File: src/rtl/jt12_wrseq.sv
// jt12_wrseq: queued register-write bus initiator for the jt12 FM core
module jt12_wrseq #(
    parameter int FIFO_AW  = 3,
    parameter int STROBE   = 2,
    parameter int BUSY_TMO = 255
) (
    input  logic       clk,
    input  logic       rst_n,
    input  logic       cen,
    input  logic       cmd_valid,
    output logic       cmd_ready,
    input  logic       cmd_bank,
    input  logic [7:0] cmd_reg,
    input  logic [7:0] cmd_val,
    input  logic [7:0] ym_din,
    output logic [1:0] ym_addr,
    output logic [7:0] ym_dout,
    output logic       ym_cs_n,
    output logic       ym_wr_n,
    output logic       idle,
    output logic       timeout_err,
    input  logic       err_clr
);
    localparam int DEPTH = 1 << FIFO_AW;
    localparam int BW = $clog2(BUSY_TMO + 1);
    localparam int SW = $clog2(STROBE + 1);
    typedef enum logic [2:0] {IDLE, POLL, AWR, AGAP, DWR, DGAP} state_t;
    state_t state, state_nx;
    logic [16:0] mem [DEPTH];
    logic [FIFO_AW-1:0] wp, rp;
    logic [FIFO_AW:0] cnt;
    logic [16:0] hold, hold_nx;
    logic [BW-1:0] bcnt, bcnt_nx;
    logic [SW-1:0] scnt, scnt_nx;
    logic empty, push, pop, tmo_set, strobe_nx, din_unused;
    logic [1:0] addr_nx;
    logic [7:0] dout_nx;
    assign empty = cnt == '0;
    assign cmd_ready = cnt != (FIFO_AW+1)'(DEPTH);
    assign push = cmd_valid && cmd_ready;
    assign pop = cen && state == IDLE && !empty;
    assign idle = empty && state == IDLE;
    assign din_unused = ^ym_din[6:0];
    // command storage, written on any clk regardless of cen
    always_ff @(posedge clk) begin
        if (push) mem[wp] <= {cmd_bank, cmd_reg, cmd_val};
    end
    // FIFO pointers and occupancy; simultaneous push and pop leave cnt alone
    always_ff @(posedge clk or negedge rst_n) begin
        if (!rst_n) begin
            wp  <= '0;
            rp  <= '0;
            cnt <= '0;
        end else begin
            if (push) wp <= wp + FIFO_AW'(1);
            if (pop) rp <= rp + FIFO_AW'(1);
            if (push != pop) cnt <= push ? cnt + (FIFO_AW+1)'(1) : cnt - (FIFO_AW+1)'(1);
        end
    end
    // sequencer next state: busy poll, address strobe, gap, data strobe, gap
    always_comb begin
        state_nx = state;
        hold_nx  = hold;
        bcnt_nx  = bcnt;
        scnt_nx  = scnt;
        tmo_set  = 1'b0;
        case (state)
            IDLE: if (!empty) begin
                hold_nx  = mem[rp];
                bcnt_nx  = '0;
                state_nx = POLL;
            end
            POLL: if (!ym_din[7]) begin
                scnt_nx  = '0;
                state_nx = AWR;
            end else if (bcnt == BW'(BUSY_TMO - 1)) begin
                tmo_set  = 1'b1;
                scnt_nx  = '0;
                state_nx = AWR;
            end else begin
                bcnt_nx = bcnt + BW'(1);
            end
            AWR: if (scnt == SW'(STROBE - 1)) state_nx = AGAP;
                 else scnt_nx = scnt + SW'(1);
            AGAP: begin
                scnt_nx  = '0;
                state_nx = DWR;
            end
            DWR: if (scnt == SW'(STROBE - 1)) state_nx = DGAP;
                 else scnt_nx = scnt + SW'(1);
            DGAP: state_nx = IDLE;
            default: state_nx = IDLE;
        endcase
    end
    // pin values are derived from the next state so registered pins line up with the state register
    always_comb begin
        strobe_nx = !(state_nx == AWR || state_nx == DWR);
        addr_nx = (state_nx == DWR || state_nx == DGAP) ? {hold_nx[16], 1'b1} :
                  (state_nx == IDLE) ? ym_addr : {hold_nx[16], 1'b0};
        dout_nx = (state_nx == DWR || state_nx == DGAP) ? hold_nx[7:0] :
                  (state_nx == IDLE) ? ym_dout : hold_nx[15:8];
    end
    // sequencer state and holding register, advancing on cen only
    always_ff @(posedge clk or negedge rst_n) begin
        if (!rst_n) begin
            state <= IDLE;
            hold  <= '0;
            bcnt  <= '0;
            scnt  <= '0;
        end else if (cen) begin
            state <= state_nx;
            hold  <= hold_nx;
            bcnt  <= bcnt_nx;
            scnt  <= scnt_nx;
        end
    end
    // registered chip pins; reset forces strobes inactive immediately
    always_ff @(posedge clk or negedge rst_n) begin
        if (!rst_n) begin
            ym_cs_n <= 1'b1;
            ym_wr_n <= 1'b1;
            ym_addr <= '0;
            ym_dout <= '0;
        end else if (cen) begin
            ym_cs_n <= strobe_nx;
            ym_wr_n <= strobe_nx;
            ym_addr <= addr_nx;
            ym_dout <= dout_nx;
        end
    end
    // sticky busy-timeout flag; a new timeout beats a simultaneous clear
    always_ff @(posedge clk or negedge rst_n) begin
        if (!rst_n) timeout_err <= 1'b0;
        else if (cen && tmo_set) timeout_err <= 1'b1;
        else if (err_clr) timeout_err <= 1'b0;
    end
endmodule

File: config.mk
export PLATFORM = sky130hd
export DESIGN_NAME = jt12_wrseq
export DESIGN_NICKNAME = d
export VERILOG_FILES = /design/src/rtl/jt12_wrseq.sv
export SDC_FILE = /design/constraint.sdc
export NUM_CORES = 1
export LEC_CHECK = 0
export CORE_ASPECT_RATIO = 0.7
export CORE_MARGIN = 4
export CORE_UTILIZATION = 30
export CTS_CLUSTER_DIAMETER = 120
export DETAILED_ROUTE_END_ITERATION = 16
export PLACE_DENSITY_LB_ADDON = 0.12
export SYNTH_ARGS = -nofsm -noshare
export SYNTH_HDL_FRONTEND = slang
export SYNTH_SLANG_ARGS = --single-unit
File: constraint.sdc
create_clock -name clk -period 3.07 [get_ports clk]
set_input_delay 0.4605 -clock clk [delete_from_list [all_inputs] [get_ports clk]]
set_output_delay 0.4605 -clock clk [all_outputs]
set_load 0.05 [all_outputs]
* Yosys cells after proc, flatten, opt, wreduce, memory -nomap -nowiden
Memories as Yosys holds them, arrays and structs flattened. Index checks and enable logic that the tools add are counted.
Storage, ports and cells: memory bits (writable) 136, memories kept 1, output and inout bits 15, memory bits (read-only) 0, bits in latches 0, word-level logic and storage cells 82, flip-flop bits (word level) 52
Memory list:
- mem | words 8, bits a word 17, read ports 1, clocked after Yosys merged registers in 0, wr ports 1, RTL line 29 | logic [16:0] mem [DEPTH];
Cells by class: shift-type cells 0, order comparisons 0, add/subtract/negate cells 6, bitwise operators 0, multipliers 0, divide/modulo/power cells 0, multiplexer cells 28, eq/ne operators 17, reductions and logical operators 19
Operator list (number):
- 8-bit 2-to-1 mux | 5
- 17-bit 2-to-1 mux | 2
- 8-bit one-hot mux with 2 select lines | 1
- 3-bit 2-to-1 mux | 5
- 3-bit one-hot mux with 5 select lines | 1
- 2-bit 2-to-1 mux | 5
- 2-bit != test, second input constant | 5
- 3-bit by 2-bit equality test with 1-bit output, second input constant | 3
- 3-bit equality test, second input constant | 3
- 8-bit by 1-bit adder with 8-bit output, second input constant | 1
- 8-bit equality test, second input constant | 1
- 1-bit 2-to-1 mux | 7
- 3-bit by 1-bit adder with 3-bit output, second input constant | 2
- 3-bit logical NOT | 2
- 2-bit one-hot mux with 3 select lines | 1
- 1-bit logical AND | 5
- 5-bit AND reduction | 1
- 4-bit by 1-bit adder with 4-bit output, second input constant | 1
- 4-bit logical NOT | 1
- 4-bit 2-to-1 mux | 1
- 4-bit != test, second input constant | 1
- 4-bit AND reduction | 1
- 2-bit nonzero test | 2
- 4-bit by 1-bit subtractor with 4-bit output, second input constant | 1
- other kinds (10) | 12

* Depth between registers and ports, before layout
Gate-level depths: netlist of run 1.
depth in word-level cells 8, gate-level depth with buffers 9, depth with buffers taken out 7

* Worst setup path before layout of run 1
OpenSTA, ideal clock, no wires.
path kind flip-flop to flip-flop, start point register cnt[3], end point memory mem[2][0] (enable), arrival time 2.988 ns, data required time 2.629 ns, buffers on the path 2, cell stages (with the launch flop) 6, slack -0.359 ns, setup time 0.441 ns, cell sequence dfrtp_1 > or4b_1 > buf_2 > nand2_4 > buf_6 > nor4b_1
On the way: longest elaborated chain between the ends 4
Ends and longest elaborated chain:
- start: declaration | RTL line 31 | logic [FIFO_AW:0] cnt;
- start signal: assignment | RTL line 57 | if (push != pop) cnt <= push ? cnt + (FIFO_AW+1)'(1) : cnt - (FIFO_AW+1)'(1);
- 4-bit != test | RTL line 39 | assign cmd_ready = cnt != (FIFO_AW+1)'(DEPTH);
- named net cmd_ready | RTL line 11 | output logic cmd_ready,
- 1-bit logical AND | RTL line 40 | assign push = cmd_valid && cmd_ready;
- 1-bit 2-to-1 mux | RTL line 46 | if (push) mem[wp] <= {cmd_bank, cmd_reg, cmd_val};
- 1-bit 2-to-1 mux (implied by the code) | RTL line 46
- end: declaration | RTL line 29
The timed path passes the listed nets, and every way through them passes these cells.

* Worst setup path after layout of run 1
start point register cnt[1], end point output port cmd_ready
On the way: longest elaborated chain between the ends 1
Ends and longest elaborated chain (RTL line):
- 4-bit != test | 39
- end: declaration | 11
No other way between the ends.

==> results of run 1 <==
==> final cells by class <==
type	instances	area (µm²)	share of cell area
repair buffers	56	518	0.0553
inverters	10	37.5	0.00401
multi-input cells	266	2470	0.264
clock buffers	19	433	0.0462
clock inverters	13	76.3	0.00814
flip-flops and latches	188	5390	0.575
well taps	357	447	0.0477
==> per-layer routing <==
| layer | vias up | GRT usage |
|---|---|---|
| met3 | 12 | 0.0296 |
| met2 | 79 | 0.198 |
| met4 | 0 | 0.0330 |
| met1 | 2353 | 0.190 |
| li1 | 2070 | - |
| met5 | - | 0 |
==> cells in the mapped netlist, types with 2 or more instances <==
cell type / number
buf_4: 3
o211ai_1: 3
nor4b_1: 2
nand4_1: 4
xor2_1: 3
buf_6: 2
nor2_1: 19
o21ai_1: 14
mux2_1: 5
buf_2: 17
nand3_1: 6
o31ai_1: 10
and2_1: 3
nor3_1: 11
nor4_1: 5
o22ai_1: 9
buf_1: 3
a21oi_1: 6
nand2_1: 24
o311ai_1: 2
a221o_1: 9
mux4_2: 34
ha_1: 7
dfrtp_1: 51
o21ai_0: 3
nor3b_1: 2
or3_1: 5
o221ai_1: 2
o41ai_1: 2
clkbuf_1: 9
mux2i_1: 17
edfxtp_1: 136
inv_1: 9
a221oi_1: 8
nand2b_1: 9
nand3b_1: 2
a21o_1: 11
and3_1: 2
xnor2_1: 4
==> stage by stage <==
step | power, mW | utilization | worst slack (ps) | instances
CTS | 9.07 | 0.361 | 251 | 909
floorplan | 6.01 | - | 253 | 498
finish | 8.91 | 0.361 | 293 | 909
detailed placement | 7.08 | 0.341 | 378 | 877
global route | 9.46 | 0.361 | 203 | 909
global placement | 6.98 | 0.341 | 449 | 877
==> worst max path at each step <==
stage                 to  cells past startpoint
2_1_floorplan  mem[3][0]                      4
3_3_place_gp      cnt[3]                      7
3_5_place_dp      cnt[3]                      7
4_1_cts        cmd_ready                      2
5_1_grt        cmd_ready                      2
6_report       cmd_ready                      2
==> logic make-up after synthesis <==
group	count (synthesis)	synth area share
compound gates	88	0.0805
mux	56	0.124
xor+xnor	8	0.00969
fa+ha+maj	8	0.0134
flops	188	0.673
buf+inv	44	0.0266
simple gates	106	0.0731
==> flip-flops by register name (all words and copies together) (netlist names) <==
name	cells
ym_dout	8
ym_wr_n	1
state	3
timeout_err	1
cnt	4
wp	3
hold	17
ym_addr	2
mem	136
rp	3
scnt	2
bcnt	8
==> worst reg2reg max path, stage by stage (launching register included) <==
cell	delay, ps
dfrtp_1	450
or4b_1	680
nand2_4	280
ha_1	290
a21o_1	180
a21oi_1	280
a311oi_1	90
a2111o_1	360
==> power groups by stage <==
stage	Clock [mW]	Sequential, mW	Combinational (mW)
3_5_place_dp	0	3.84	3.24
4_1_cts	2.02	3.79	3.26
5_1_grt	2.13	3.86	3.48
6_report	1.95	3.78	3.18
3_3_place_gp	0	3.81	3.17
2_1_floorplan	0	3.83	2.18
==> metrics, run 1 <==
outcome=complete, no violations; # rows=49; CTS max path bufs=2; number of buffer and inverter stages on the critical path=1; count of final hold-check violations=0; H-tree Lvls=4; met3 wire length=772 µm; Final #Nets=around 580; PortBufs=37; PwrDens=~950 nW/µm²; vias per cell=4.97; Syn Std Cell Area=8010 µm²; DIE WIDTH=203 µm; CP max-delay cell=clkdlybuf4s50_1; first-pass iteration count of the detailed router=5; Req. time, crit path=2610 ps; Rel. slew slack=0.328; global-route wire length before repair=~28000 µm; Least-Margin Pin Slew=1010 ps; initial antenna violation count=0; Remaining DRCs=0; Hold Path Class=in2async; ant diodes=0; Routed Antenna Nets=0; CP Capture Type=primary output; Worst-Skew Late Latency=between 400 and 500 ps; Final period util=0.905; most frequent cells in the layout=136 x edfxtp_1, 50 x dfrtp_1, 35 x clkdlybuf4s50_1; Area Overhead vs Synth=17.0%; critical path launch point type=flip-flop; Worst R2R Start=cnt[1]; WL met2=8390 µm; fin crit period=2780 ps; main flop type after synthesis=edfxtp_1; Starting DRT DRC Count=277; EDFF count, synth=136; setup tns final=0 ps; worst clock skew=9.59 ps; CTS tree=done; Die Height=145 µm; CP top delay family=buffers and inverters; Internal Power=between 5 and 6 mW; RSZ-0062 raised after global routing=false; Post-synth ARST share=0.277; Seq/Total Area, Yosys=0.673; drt wl/cell=20.1 µm; Routed met1 length=8960 µm; post-CTS sizing=0; CP Launch Point=cnt[1]; CP arrival=2320 ps; CTS Hold Bufs=0; CP Cell Sequence=or4b_1, clkdlybuf4s50_1; Reg2Reg Setup Slack=360 ps; CTS clk-pin slew, worst paths=60 ps; Sw Ratio=0.359; Core Region=26000 µm²; Die ar.=29400 µm²; end of the worst register-to-register path=cnt[3]; Final Instance Area=approximately 9400 µm²; highest metal used=met4; All-Layer GR Usage=0.130; Clock Power Share=0.219; slowest stage delay, CP=770 ps; Routed WL=18300 µm; Mapped Cells=approximately 500; area share of the largest cell type after synthesis=0.510; boundary pin count=45; Comb power frac=0.356; vias in the first global route=4681; Yosys top cell by area=edfxtp_1; most common cell after layout, fill and taps aside=edfxtp_1; total CTS buffers=17; setup bufs post-CTS=0; Initial Utilization=0.308; root buffer selected by CTS=clkbuf_16; dpl hpwl=11700 µm; Distinct cells, synth=64; Yosys reg bits=188; VDD IR-drop max=0.475 mV; crit path kind=reg2out; Min Hold Slack=a little over 200 ps; largest net degree at the start of global routing=42; final setup fails=0; Worst Reg-to-Reg Cells=7; Sw Pwr=around 3.2 mW; # fillers=around 2500; final slew viol count=0; layout cells sized above 1=0.172; routability cong.=0.739; Max Fclk=0.360 GHz; gr ovfl total=0; Lkg Pwr=3.26 nW; ranking of synthesized cells by area=edfxtp_1 51%, dfrtp_1 16%, mux4_2 9.6%; DP Area=between 8000 and 9000 µm²; Flop pwr share=0.425; syn_nets=536; Syn Area/Cell=16.1 µm²; max-cap viol count=0; CP max FO=6; CTS Sinks=approximately 190; vias=4514; Synth Warn #=0
(Power assumes the default switching activity.)
==> run 2, diff against run 1 <==
--- a/config.mk
+++ b/config.mk
@@ -6,7 +6,7 @@
 export NUM_CORES = 1
 export LEC_CHECK = 0
 export CORE_ASPECT_RATIO = 0.7
-export CORE_MARGIN = 4
+export CORE_MARGIN = 3
 export CORE_UTILIZATION = 30
 export CTS_CLUSTER_DIAMETER = 120
 export DETAILED_ROUTE_END_ITERATION = 16
==> run 2 against run 1 <==
Non-clock buffer count did not move. Clock-buffer cell count fell by 2. Highest routed layer unchanged. Routed wire length rose by 1.2%. Sequential share of layout area fell by 0.32 points. Sequential power barely moved. Worst hold slack improved by 1.8 ps. Die area fell by 2.4%. Via count rose by 1.1%.
==> metrics, run 2 (same netlist as run 1, synthesis figures left out) <==
Biggest register=mem; Final period util=0.903 (-0.00173); Core Region=26000 µm² (unchanged); gr ovfl total=0 (unchanged); DIE WIDTH=201 µm (-0.98%); Die ar.=28700 µm² (-2.4%); CP max-delay cell=clkdlybuf4s50_1; ant diodes=0 (unchanged); total CTS buffers=17 (unchanged); Routed Antenna Nets=0 (unchanged); Worst-Skew Late Latency=430 ps (about the same); critical path launch point type=flip-flop; vias per cell=5.02 (+1.1%); CTS clk-pin slew, worst paths=70 ps (about the same); final setup fails=0 (unchanged); most common cell after layout, fill and taps aside=edfxtp_1; Worst R2R Start=cnt[1]; VDD IR-drop max=0.423 mV (-11%); largest net degree at the start of global routing=43 (+2.4%); fin crit period=2770 ps (-5.30 ps); Min Hold Slack=208 ps (+1.79 ps); Starting DRT DRC Count=310 (+12%); outcome=complete, no violations; CTS max path bufs=2 (unchanged); Req. time, crit path=2610 ps (about the same); number of buffer and inverter stages on the critical path=1 (unchanged); global-route wire length before repair=28700 µm (+2.0%); routability cong.=0.756 (+2.3%); setup tns final=0 ps (unchanged); CP max FO=6 (unchanged); flip-flop count of the largest register, all copies and words added=136 (unchanged); H-tree Lvls=4 (unchanged); worst clock skew=11.1 ps (+1.54 ps); root buffer selected by CTS=clkbuf_16; initial antenna violation count=0 (unchanged); pre-CTS setup slack=409 ps (+31.8 ps); drt wl/cell=20.4 µm (+1.2%); crit path kind=reg2out; Remaining DRCs=0 (unchanged); CP Capture Type=primary output; CTS tree=done; Least-Margin Pin Slew=1040 ps (+35.7 ps); Lkg Pwr=3.30 nW (+1.0%); All-Layer GR Usage=0.135 (+0.00517); CP top delay family=buffers and inverters; # fillers=2502 (+0.68%); Reg2Reg Setup Slack=410 ps (+50 ps); dpl hpwl=11500 µm (-2.1%); final slew viol count=0 (unchanged); Final #Nets=577 (unchanged); boundary pin count=45 (unchanged); DP Cell Count=877 (unchanged); vias=4562 (+1.1%); final setup margin=298 ps (+5.30 ps); PwrDens=965 nW/µm² (+1.5%); max-cap viol count=0 (unchanged); CP arrival=2310 ps (about the same); RSZ-0062 raised after global routing=false; CTS Sinks=188 (unchanged); post-CTS sizing=0 (unchanged); # rows=49 (unchanged); PortBufs=37 (unchanged); Rel. slew slack=0.304 (-0.0238); Worst Reg-to-Reg Cells=7 (unchanged); Initial Utilization=0.308 (unchanged); most frequent cells in the layout=136 x edfxtp_1, 50 x dfrtp_1, 35 x clkdlybuf4s50_1; Die Height=143 µm (-1.4%); setup bufs post-CTS=0 (unchanged); end of the worst register-to-register path=cnt[3]; slowest stage delay, CP=770 ps (about the same); Routed WL=18500 µm (+1.2%); layout cells sized above 1=0.187 (+0.0145); first-pass iteration count of the detailed router=4 (-1); CP Cell Sequence=or4b_1, clkdlybuf4s50_1; CTS Hold Bufs=0 (unchanged); Largest regs=mem x136, hold x17; Max Fclk=0.361 GHz (+0.19%); Layout Cells excl Fill=909 (unchanged); vias in the first global route=4657 (-0.51%); Hold Path Class=in2async; Area Overhead vs Synth=17.7%; count of final hold-check violations=0 (unchanged)
-- run 2: changes by cell type in the layout (fill, tap and decap cells not counted) --
| cell | previous run | this run |
|---|---|---|
| clkinv_1 | 6 | 1 |
| clkinv_2 | 1 | 5 |
| bufinv_16 | 0 | 2 |
| clkbuf_1 | 2 | 0 |
| inv_6 | 1 | 3 |
| buf_12 | 1 | 0 |
| buf_4 | 19 | 20 |
| clkinv_4 | 2 | 1 |
| nor2_1 | 19 | 18 |
| nor2_2 | 0 | 1 |
-- run 2: power breakdown --
group	internal, mW	switching (mW)	total (mW)
combinational	1.37	1.80	3.17
clock	1.20	0.966	2.16
sequential	3.31	0.458	3.76
total	5.87	3.22	9.10
-- run 2: layout make-up --
cell class,count,area (µm²),area share
inverter,10,37.5,0.00398
timing repair buffer,56,505,0.0536
clock inverter,15,146,0.0155
multi-input combinational,266,2470,0.263
clock buffer,17,425,0.0451
sequential,188,5390,0.572
tap,357,447,0.0474
-- run 2: through the flow --
| step | total power [mW] | area [µm²] | util |
|---|---|---|---|
| finish | 9.10 | 9420 | 0.363 |
| global route | 9.69 | 9420 | 0.363 |
| CTS | 9.27 | 9420 | 0.363 |
| detailed placement | 7.05 | 8850 | 0.341 |
| global placement | 6.97 | 8850 | 0.341 |
| floorplan | 6.01 | 8030 | - |
-- run 2: how the worst max path moves through the flow --
stage,to,cells past startpoint,start
global route,cmd_ready,2,cnt[1]
global placement,cnt[3],7,cnt[1]
finish,cmd_ready,2,cnt[1]
floorplan,mem[3][0],4,cnt[3]
CTS,cmd_ready,2,cnt[1]
detailed placement,cnt[3],7,cnt[1]
-- run 2: metal layers --
layer | GRT usage | share of wire | wire (µm) | vias up
met2 | 0.210 | 0.47 | 8610 | 88
li1 | - | - | - | 2058
met3 | 0.0337 | 0.043 | 789 | 7
met4 | 0.0308 | 0.0062 | 115 | 0
met5 | 0 | 0 | 0 | -
met1 | 0.193 | 0.49 | 8990 | 2409
==> run 3, diff against run 2 <==
--- a/config.mk
+++ b/config.mk
@@ -5,6 +5,9 @@
 export SDC_FILE = /design/constraint.sdc
 export NUM_CORES = 1
 export LEC_CHECK = 0
+export ABC_AREA = 1
+export CELL_PAD_IN_SITES_DETAIL_PLACEMENT = 2
+export CELL_PAD_IN_SITES_GLOBAL_PLACEMENT = 2
 export CORE_ASPECT_RATIO = 0.7
 export CORE_MARGIN = 3
 export CORE_UTILIZATION = 30
==> run 3 against run 2 <==
Critical path depth grew 2. Sequential share of layout area shrank 0.63 points. Die area rose by 1.9%. Highest routed layer is now met5.
==> metrics, run 3 <==
main flop type after synthesis=edfxtp_1; CP arrival=2260 ps (-50 ps); Seq/Total Area, Yosys=0.660 (-0.0127); max-cap viol count=0 (unchanged); Distinct cells, synth=41 (-36%); EDFF count, synth=136 (unchanged); drt wl/cell=19.7 µm (-3.0%); CTS Sinks=188 (unchanged); Remaining DRCs=0 (unchanged); pre-CTS setup slack=626 ps (+217 ps); CP max FO=4 (-2); total CTS buffers=17 (unchanged); Final #Nets=851 (+47%); Rel. slew slack=0.485 (+0.181); Register Area=5390 µm² (unchanged); Synth Warn #=0 (unchanged); count of final hold-check violations=0 (unchanged); Worst-Skew Late Latency=440 ps (about the same); vias=5677 (+24%); Layout Cells excl Fill=1183 (+30%); vias per cell=4.80 (-4.4%); CTS Hold Bufs=0 (unchanged); post-CTS sizing=0 (unchanged); ant diodes=0 (unchanged); routability cong.=0.739 (-2.3%); Yosys reg bits=188 (unchanged); Routed Antenna Nets=0 (unchanged); worst clock skew=9.35 ps (-1.79 ps); final setup margin=353 ps (+55.3 ps); Flop pwr share=0.381 (-0.033); Syn Std Cell Area=8160 µm² (+1.9%); gr ovfl total=0 (unchanged); Comb power frac=0.386 (+0.038); VDD IR-drop max=0.396 mV (-6.3%); PwrDens=992 nW/µm² (+2.8%); setup bufs post-CTS=0 (unchanged); root buffer selected by CTS=clkbuf_16; Final period util=0.885 (-0.0180); All-Layer GR Usage=0.170 (+0.0346); # rows=49 (unchanged); vias in the first global route=6347 (+36%); outcome=complete, no violations; Lkg Pwr=3.75 nW (+14%); crit path kind=reg2out; H-tree Lvls=4 (unchanged); critical path launch point type=flip-flop; layout cells sized above 1=0.0920 (-0.0946); largest net degree at the start of global routing=71 (+65%); area of the multi-input gates=2310 µm² (-6.8%); DP Area=8950 µm² (+1.1%); dpl hpwl=15200 µm (+32%); CTS max path bufs=2 (unchanged); Die Height=144 µm (+0.92%); Max Fclk=0.368 GHz (+2.0%); ranking of synthesized cells by area=edfxtp_1 50%, dfrtp_1 16%, nand2_1 8.2%; top cells by count, synth=178 x nand2_1, 136 x edfxtp_1, 77 x nor2_1; Biggest register=mem; RSZ-0062 raised after global routing=false; final slew viol count=0 (unchanged); first-pass iteration count of the detailed router=4 (unchanged); Hold Path Class=in2async; final setup fails=0 (unchanged); CP Launch Point=cnt[0]; area share of the largest cell type after synthesis=0.500 (-0.00962); most common cell after layout, fill and taps aside=nand2_1; Syn Area/Cell=10.6 µm² (-34%); Worst R2R Start=rp[1]; Finished Core Util=0.363 (+0.000617); CTS clk-pin slew, worst paths=80 ps (about the same); most frequent cells in the layout=178 x nand2_1, 136 x edfxtp_1, 77 x nor2_1; Mapped Cells=771 (+55%); Sw Pwr=3.90 mW (+21%); Clock Power Share=0.233 (-0.005); global-route wire length before repair=37000 µm (+29%); Initial Utilization=0.311 (+0.00299); syn_nets=809 (+51%); Internal Power=5.55 mW (-5.5%); Yosys top cell by area=edfxtp_1; Least-Margin Pin Slew=773 ps (-271 ps); # fillers=2850 (+14%); flip-flop count of the largest register, all copies and words added=136 (unchanged); initial antenna violation count=1 (+1); DP Cell Count=1151 (+31%); Post-synth ARST share=0.277 (unchanged); PortBufs=37 (unchanged); CTS tree=done; Routed WL=23400 µm (+26%); CP Capture Type=primary output; boundary pin count=45 (unchanged); Largest regs=mem x136, hold x17; Core Region=26200 µm² (+0.94%); setup tns final=0 ps (unchanged); Req. time, crit path=2610 ps (about the same); Sw Ratio=0.413 (+0.0583); DIE WIDTH=203 µm (+0.93%); Starting DRT DRC Count=282 (-9.0%); Final Instance Area=9530 µm² (+1.1%); Die ar.=29200 µm² (+1.9%); Area Overhead vs Synth=16.8%; most instantiated library cell after synthesis=nand2_1; fin crit period=2720 ps (-55.3 ps)
[run 3: cell types whose count changed after synthesis, moves of 17 or more]
| cell | delta |
|---|---|
| o21ai_0 | +51 |
| mux2i_1 | -17 |
| mux4_2 | -34 |
| a21oi_1 | +21 |
| nand2_1 | +154 |
| nand3_1 | +63 |
| inv_1 | +57 |
| nor2_1 | +58 |
[run 3: final timing paths]
path / to / slack, ps / cells past startpoint
worst min-delay path: ym_dout[3] / 140 / 2
max in group asynchronous: rp[0] / 2380 / 2
worst max-delay path: idle / 350 / 4
worst min register to register: ym_addr[1] / 500 / 2
min in group clk: ym_addr[1] / 500 / 2
worst max register to register: ym_dout[6] / 820 / 8
[run 3: cell families (layout without fill, tap and decap cells)]
kind of cell	after synthesis	after routing	synth area share
XOR/XNOR	9	9	0.0120
AO/OA/AOI/OAI	116	116	0.0802
flip-flops	188	188	0.660
AND/OR/NAND/NOR	339	339	0.177
adder cells (fa/ha/maj)	8	8	0.0132
buffers and inverters	111	166	0.0572
[run 3: through the flow]
stage / hold slack [ps] / power [mW]
finish: 141 / 9.45
global route: 203 / 10.2
CTS: 174 / 9.62
detailed placement: 478 / 7.37
global placement: 465 / 7.17
floorplan: 165 / 6.05
[run 3: worst max-delay path, cell delays in order (launching register included)]
cell	delay, ps
dfrtp_1	460
nor2_1	180
nand3_1	170
nor2_1	180
clkdlybuf4s50_1	830
[run 3: layout make-up]
class                   count  share of cell area
clock buffers              17              0.0446
clock inverters            15              0.0164
inverters                  77              0.0305
multi-input cells         472               0.242
flip-flops and latches    188               0.565
well taps                 357              0.0469
repair buffers             57              0.0541
[run 3: routing by layer]
metal  vias up  share of wire  track usage
li1       2680              -            -
met1      2917           0.48        0.229
met2        62           0.48        0.287
met3        16          0.030       0.0308
met4         2         0.0087       0.0434
met5         -        0.00073            0
[run 3: power by group through the flow]
stage | clock network [mW] | logic [mW] | registers [mW]
after global routing | 2.37 | 4.14 | 3.67
final | 2.20 | 3.64 | 3.61
after floorplan | 0 | 2.26 | 3.79
after detailed placement | 0 | 3.71 | 3.65
after CTS | 2.25 | 3.75 | 3.61
after global placement | 0 | 3.55 | 3.62
